$ cat src/rtl/yapp_pkg.sv
// Shared YAPP definitions: byte width, header field positions and the
// input-arbiter state encoding.
package yapp_pkg;

  localparam int YAPP_DATA_WIDTH = 8;

  localparam int HDR_ADDR_LSB = 0;
  localparam int HDR_ADDR_MSB = 1;
  localparam int HDR_LEN_LSB  = 2;
  localparam int HDR_LEN_MSB  = 7;
  localparam int HDR_LEN_W    = HDR_LEN_MSB - HDR_LEN_LSB + 1;

  typedef enum logic [1:0] {
    IDLE = 2'd0,
    XFER = 2'd1,
    DROP = 2'd2,
    GAP  = 2'd3
  } arb_state_e;

  function automatic logic [HDR_LEN_W-1:0] hdr_len(input logic [YAPP_DATA_WIDTH-1:0] hdr);
    return hdr[HDR_LEN_MSB:HDR_LEN_LSB];
  endfunction

endpackage

$ cat src/rtl/yapp_rr_arbiter.sv
// Combinational NUM_SRC-way round-robin pick: first requester at or after
// ptr_i, wrapping, returned both one-hot and as an index.
module yapp_rr_arbiter #(
  parameter  int NUM_SRC = 3,
  localparam int IDX_W   = (NUM_SRC > 1) ? $clog2(NUM_SRC) : 1
) (
  input  logic [NUM_SRC-1:0] req_i,
  input  logic [IDX_W-1:0]   ptr_i,
  output logic               any_o,
  output logic [NUM_SRC-1:0] pick_o,
  output logic [IDX_W-1:0]   idx_o
);

  logic [2*NUM_SRC-1:0] req_dbl;
  logic [NUM_SRC-1:0]   req_rot;
  logic [IDX_W:0]       off;
  logic [IDX_W:0]       sum;

  // Rotating the doubled vector puts the highest-priority requester at bit 0.
  assign req_dbl = {req_i, req_i};
  assign req_rot = req_dbl[ptr_i +: NUM_SRC];
  assign any_o   = |req_i;

  always_comb begin
    off = '0;
    for (int i = NUM_SRC - 1; i >= 0; i--) begin
      if (req_rot[i]) off = (IDX_W+1)'(i);
    end
    sum = {1'b0, ptr_i} + off;
    if (sum >= (IDX_W+1)'(NUM_SRC)) sum = sum - (IDX_W+1)'(NUM_SRC);
  end

  assign idx_o = sum[IDX_W-1:0];

  generate
    for (genvar gi = 0; gi < NUM_SRC; gi++) begin : g_pick
      assign pick_o[gi] = any_o && (idx_o == IDX_W'(gi));
    end
  endgenerate

endmodule

$ cat src/rtl/yapp_in_arb.sv
// Packet-granular round-robin arbiter sharing the YAPP router input port
// between NUM_SRC sources; drops oversize packets and inserts the idle gap.
module yapp_in_arb
  import yapp_pkg::*;
#(
  parameter  int NUM_SRC    = 3,
  parameter  int DATA_WIDTH = YAPP_DATA_WIDTH,
  localparam int IDX_W      = (NUM_SRC > 1) ? $clog2(NUM_SRC) : 1
) (
  input  logic                          clk,
  input  logic                          reset,
  input  logic                          arb_en,
  input  logic [HDR_LEN_W-1:0]          max_pkt_size,
  input  logic [NUM_SRC*DATA_WIDTH-1:0] src_data,
  input  logic [NUM_SRC-1:0]            src_vld,
  output logic [NUM_SRC-1:0]            src_suspend,
  output logic [DATA_WIDTH-1:0]         in_data,
  output logic                          in_data_vld,
  input  logic                          in_suspend,
  output logic [NUM_SRC-1:0]            grant,
  output logic                          drop_err,
  output logic                          proto_err
);

  arb_state_e           state_q, state_d;
  logic [NUM_SRC-1:0]   grant_q, grant_d;
  logic [IDX_W-1:0]     rr_ptr_q, rr_ptr_d;
  logic [6:0]           remaining_q, remaining_d;
  logic                 drop_err_q, drop_err_d;
  logic                 proto_err_q, proto_err_d;

  logic                 pick_any;
  logic [NUM_SRC-1:0]   pick;
  logic [IDX_W-1:0]     pick_idx;
  logic [DATA_WIDTH-1:0] src_byte [NUM_SRC];
  logic [DATA_WIDTH-1:0] sel_byte, pick_byte;
  logic                 sel_vld;
  logic [HDR_LEN_W-1:0] pick_len;

  yapp_rr_arbiter #(.NUM_SRC(NUM_SRC)) u_rr (
    .req_i  (src_vld),
    .ptr_i  (rr_ptr_q),
    .any_o  (pick_any),
    .pick_o (pick),
    .idx_o  (pick_idx)
  );

  generate
    for (genvar gi = 0; gi < NUM_SRC; gi++) begin : g_byte
      assign src_byte[gi] = src_data[gi*DATA_WIDTH +: DATA_WIDTH];
    end
  endgenerate

  // AND-OR muxes keyed by one-hot vectors: the owner's stream and the
  // candidate header seen while idle.
  always_comb begin
    sel_byte  = '0;
    sel_vld   = 1'b0;
    pick_byte = '0;
    for (int i = 0; i < NUM_SRC; i++) begin
      if (grant_q[i]) begin
        sel_byte = sel_byte | src_byte[i];
        sel_vld  = sel_vld | src_vld[i];
      end
      if (pick[i]) pick_byte = pick_byte | src_byte[i];
    end
  end

  assign pick_len = hdr_len(pick_byte);

  always_comb begin
    state_d     = state_q;
    grant_d     = grant_q;
    rr_ptr_d    = rr_ptr_q;
    remaining_d = remaining_q;
    drop_err_d  = 1'b0;
    proto_err_d = 1'b0;
    in_data     = '0;
    in_data_vld = 1'b0;
    src_suspend = '1;

    case (state_q)
      IDLE: begin
        if (arb_en && pick_any) begin
          grant_d     = pick;
          rr_ptr_d    = (pick_idx == IDX_W'(NUM_SRC - 1)) ? '0 : pick_idx + IDX_W'(1);
          remaining_d = {1'b0, pick_len} + 7'd2;
          if (pick_len > max_pkt_size) begin
            state_d    = DROP;
            drop_err_d = 1'b1;
          end else begin
            state_d = XFER;
          end
        end
      end

      XFER: begin
        in_data     = sel_byte;
        in_data_vld = sel_vld;
        src_suspend = ~grant_q | {NUM_SRC{in_suspend}};
        if (!sel_vld) begin
          proto_err_d = 1'b1;
          state_d     = GAP;
          grant_d     = '0;
          remaining_d = '0;
        end else if (!in_suspend) begin
          remaining_d = remaining_q - 7'd1;
          if (remaining_q == 7'd1) begin
            state_d = GAP;
            grant_d = '0;
          end
        end
      end

      DROP: begin
        // Discarded bytes are pulled regardless of router back-pressure.
        src_suspend = ~grant_q;
        if (!sel_vld) begin
          proto_err_d = 1'b1;
          state_d     = GAP;
          grant_d     = '0;
          remaining_d = '0;
        end else begin
          remaining_d = remaining_q - 7'd1;
          if (remaining_q == 7'd1) begin
            state_d = GAP;
            grant_d = '0;
          end
        end
      end

      GAP: begin
        grant_d = '0;
        state_d = IDLE;
      end

      default: begin
        grant_d = '0;
        state_d = IDLE;
      end
    endcase
  end

  always_ff @(posedge clk or posedge reset) begin
    if (reset) begin
      state_q     <= IDLE;
      grant_q     <= '0;
      rr_ptr_q    <= '0;
      remaining_q <= '0;
      drop_err_q  <= 1'b0;
      proto_err_q <= 1'b0;
    end else begin
      state_q     <= state_d;
      grant_q     <= grant_d;
      rr_ptr_q    <= rr_ptr_d;
      remaining_q <= remaining_d;
      drop_err_q  <= drop_err_d;
      proto_err_q <= proto_err_d;
    end
  end

  assign grant     = grant_q;
  assign drop_err  = drop_err_q;
  assign proto_err = proto_err_q;

endmodule

$ cat config.mk
export PLATFORM = sky130hd
export DESIGN_NAME = yapp_in_arb
export DESIGN_NICKNAME = d
export VERILOG_FILES = /design/src/rtl/yapp_pkg.sv /design/src/rtl/yapp_rr_arbiter.sv /design/src/rtl/yapp_in_arb.sv
export SDC_FILE = /design/constraint.sdc
export NUM_CORES = 1
export LEC_CHECK = 0
export BUFFER_PORTS_ARGS = -buffer_cell sky130_fd_sc_hd__buf_2
export CAP_MARGIN = 20
export CORE_UTILIZATION = 35
export CTS_BUF_LIST = sky130_fd_sc_hd__clkbuf_4
export DETAILED_ROUTE_END_ITERATION = 10
export PLACE_DENSITY_LB_ADDON = 0.08
export SYNTH_ARGS = -nofsm -noshare
export SYNTH_HDL_FRONTEND = slang
export SYNTH_SLANG_ARGS = --single-unit
$ cat constraint.sdc
create_clock -name clk -period 6 [get_ports clk]
set_clock_uncertainty 0.2 [all_clocks]
set_input_delay 0.6 -clock clk [delete_from_list [all_inputs] [get_ports clk]]
set_output_delay 0.6 -clock clk [all_outputs]
set_load 0.01 [all_outputs]
==> run summary <==
status: completed
gpl congestion: 0.832
Clock Latency Late Sink: 290 ps
Layout Nets: 329
Die Y: 73.1 um
Fmax achieved: 200 MHz
critical path's largest stage delay: 570 ps
1st-iter DRT viols: 121
crit-path cells: or4_1 -> a21oi_1 -> a31oi_1 -> fa_1 -> inv_1 -> ha_1 -> nand3b_1 -> o21ai_1 -> mux2i_1 -> o22ai_1 -> ha_1 -> or2_2 -> mux2_2 -> mux2i_1 -> o31a_1
RSZ-0062 raised after global routing: false
Worst R2R End: state_q[0]$_DFFE_PP0P_
antenna violations before repair: 0
largest cells by area after synthesis: dfrtp_1 23%, ha_1 9.9%, a222oi_1 5.1%
Die W: 73.1 um
clk buf depth: 2
Final period util: 0.834
share of layout cells above drive strength 1: 0.225
Reg2Reg Setup Slack: 1000 ps
DRC Markers: 0
H-Tree Depth: 1
Yosys warning count: 0
vias: 1828
Initial Utilization: 0.370
Tot GR Track Use: 0.189
worst min-delay path class: input port to asynchronous set/reset pin
Main synth FF type: dfrtp_1
Startpoint Class: flop
CP max stage cell: fa_1
EDFF count, synth: 0
Async SR Flop Fraction: 1.00
Root Buffer: clkbuf_4
Yosys top cell area share: 0.226
Seq cells post-synth: 16
Slew headroom: 0.446
hpwl dp: 3680 um
Layout Utilization: 0.439
Synth Cell Area: 1770 um2
Distinct cells, synth: 48
Max Cap Viol: 0
cell row count: 25
CP endpoint: state_q[0]$_DFFE_PP0P_
Die ar.: 5340 um2
setup_tns: 0 ps
FF-to-FF path depth: 15
vias in the first global route: 1620
Post-CTS Hold Buffers: 0
largest net degree at the start of global routing: 17
syn_area_per_cell: 7.69 um2
largest area contributor in the netlist: dfrtp_1
core area: 4790 um2
Worst setup EP type: flop
io pins: 54
Buffers on Ports: 53
most common cell in the netlist: nand2_1
count of antenna-violating nets left after detailed routing: 0
Routed WL per cell: 13.7 um
worst r2r src: rr_ptr_q[0]$_DFFE_PP0P_
global-route wire length before repair: 7960 um
Hold Vio Cnt, Final: 0
crit path DAT: 5030 ps
Post-Synthesis Cells: 230
CTS Buf Count: 3
Reg clk slew, reported paths: 110 ps
DRT Pass-1 Iters: 5
DRT Wirelength: 4720 um
area grow syn2layout: 18.7%
CTS sink count: 16
Setup crit start: rr_ptr_q[0]$_DFFE_PP0P_
Slew Viols, Final: 0
TritonCTS clock tree: built
Post-CTS Setup Bufs: 0
DR vias/cell: 5.33
Resize count post-CTS: 0
GRT Residual Overflow: 0
minimum clock period: 5000 ps
slew of the pin with the lowest slew margin: 825 ps
register area share after synthesis: 0.226
final setup fails: 0
CP Max Fanout: 11
syn nets: 282
critical path class: flop to flop
CP required: 6030 ps
Ant. Diodes: 0
top cells by count, synth: 24 x nand2_1, 18 x inv_1, 18 x o21ai_0
[state kept, by name (all words and copies together), names as in the netlist]
| register | count |
|---|---|
| proto_err | 1 |
| drop_err | 1 |
| grant | 3 |
| rr_ptr_q | 2 |
| state_q | 2 |
| remaining_q | 7 |
[cell type report]
cell class                      instances  area, um2
Tap cell                               67       83.8
Sequential cell                        16        400
Inverter                               18       67.6
Multi-Input combinational cell        185       1260
Fill cell                             516       2690
Timing Repair Buffer                   53        265
Clock buffer                            3       22.5
Clock inverter                          1       3.75
[cells in the final DEF, fill, tap and decap left out, types with 3 or more instances in the layout]
cell type and n:
nor2b_1 12, o21ai_0 17, a222oi_1 9, nor2_1 12, and3_1 4, mux2i_1 8
mux2_2 3, buf_2 53, or3_1 3, nor3_1 10, ha_1 14, inv_1 18
clkbuf_4 3, nand2b_1 4, nand2_1 24, nand3_1 8, a21oi_1 13, o31a_1 3
dfrtp_1 16
[routing by layer]
metal | up-vias | GRT usage | part of all wire
met5 | - | 0 | 0
met4 | 0 | 0.0370 | 0.0095
met3 | 4 | 0.0318 | 0.068
met2 | 56 | 0.277 | 0.43
met1 | 824 | 0.288 | 0.49
li1 | 944 | - | -
[worst min-delay path by stage]
stage / endpoint / cells past startpoint / startpoint / slack, ps
after floorplan: remaining_q[6]$_DFFE_PP0P_ / 2 / remaining_q[6]$_DFFE_PP0P_ / 280
after global placement: remaining_q[6]$_DFFE_PP0P_ / 2 / remaining_q[6]$_DFFE_PP0P_ / 300
after detailed placement: remaining_q[6]$_DFFE_PP0P_ / 2 / remaining_q[6]$_DFFE_PP0P_ / 300
after CTS: rr_ptr_q[1]$_DFFE_PP0P_ / 2 / reset / 190
after global routing: rr_ptr_q[0]$_DFFE_PP0P_ / 2 / reset / 220
final: rr_ptr_q[1]$_DFFE_PP0P_ / 2 / reset / 170
[stage by stage]
stage	std cells	instance area (um2)	hold slack [ps]	setup WS, ps
5_1_grt	343	2100	225	597
6_report	343	2100	165	997
3_3_place_gp	339	2070	304	570
4_1_cts	343	2100	195	648
3_5_place_dp	339	2070	304	374
2_1_floorplan	230	1770	279	1450
[logic make-up (layout without fill, tap and decap cells)]
family                   Yosys count  count (layout)  share of synthesized area
adder cells (fa/ha/maj)           16              16                      0.116
flip-flops                        16              16                      0.226
AND/OR/NAND/NOR                   91              91                      0.264
XOR/XNOR                           3               3                     0.0149
AO/OA/AOI/OAI                     64              64                      0.250
multiplexers                      11              11                     0.0644
buffers and inverters             29              75                     0.0636
[worst max-delay path, delay by kind of cell, from the launching register on]
family	cells	cell delay, ps
DFF	1	460
muxes	3	670
buffers and inverters	1	80
and+or+nand+nor	3	1120
AOI/OAI and AO/OA	5	1300
adders and majority gates	3	1120
Power is left out: the tool's default activity adds up to more than one toggle a clock period on the data nets, which glitch-free logic cannot reach.
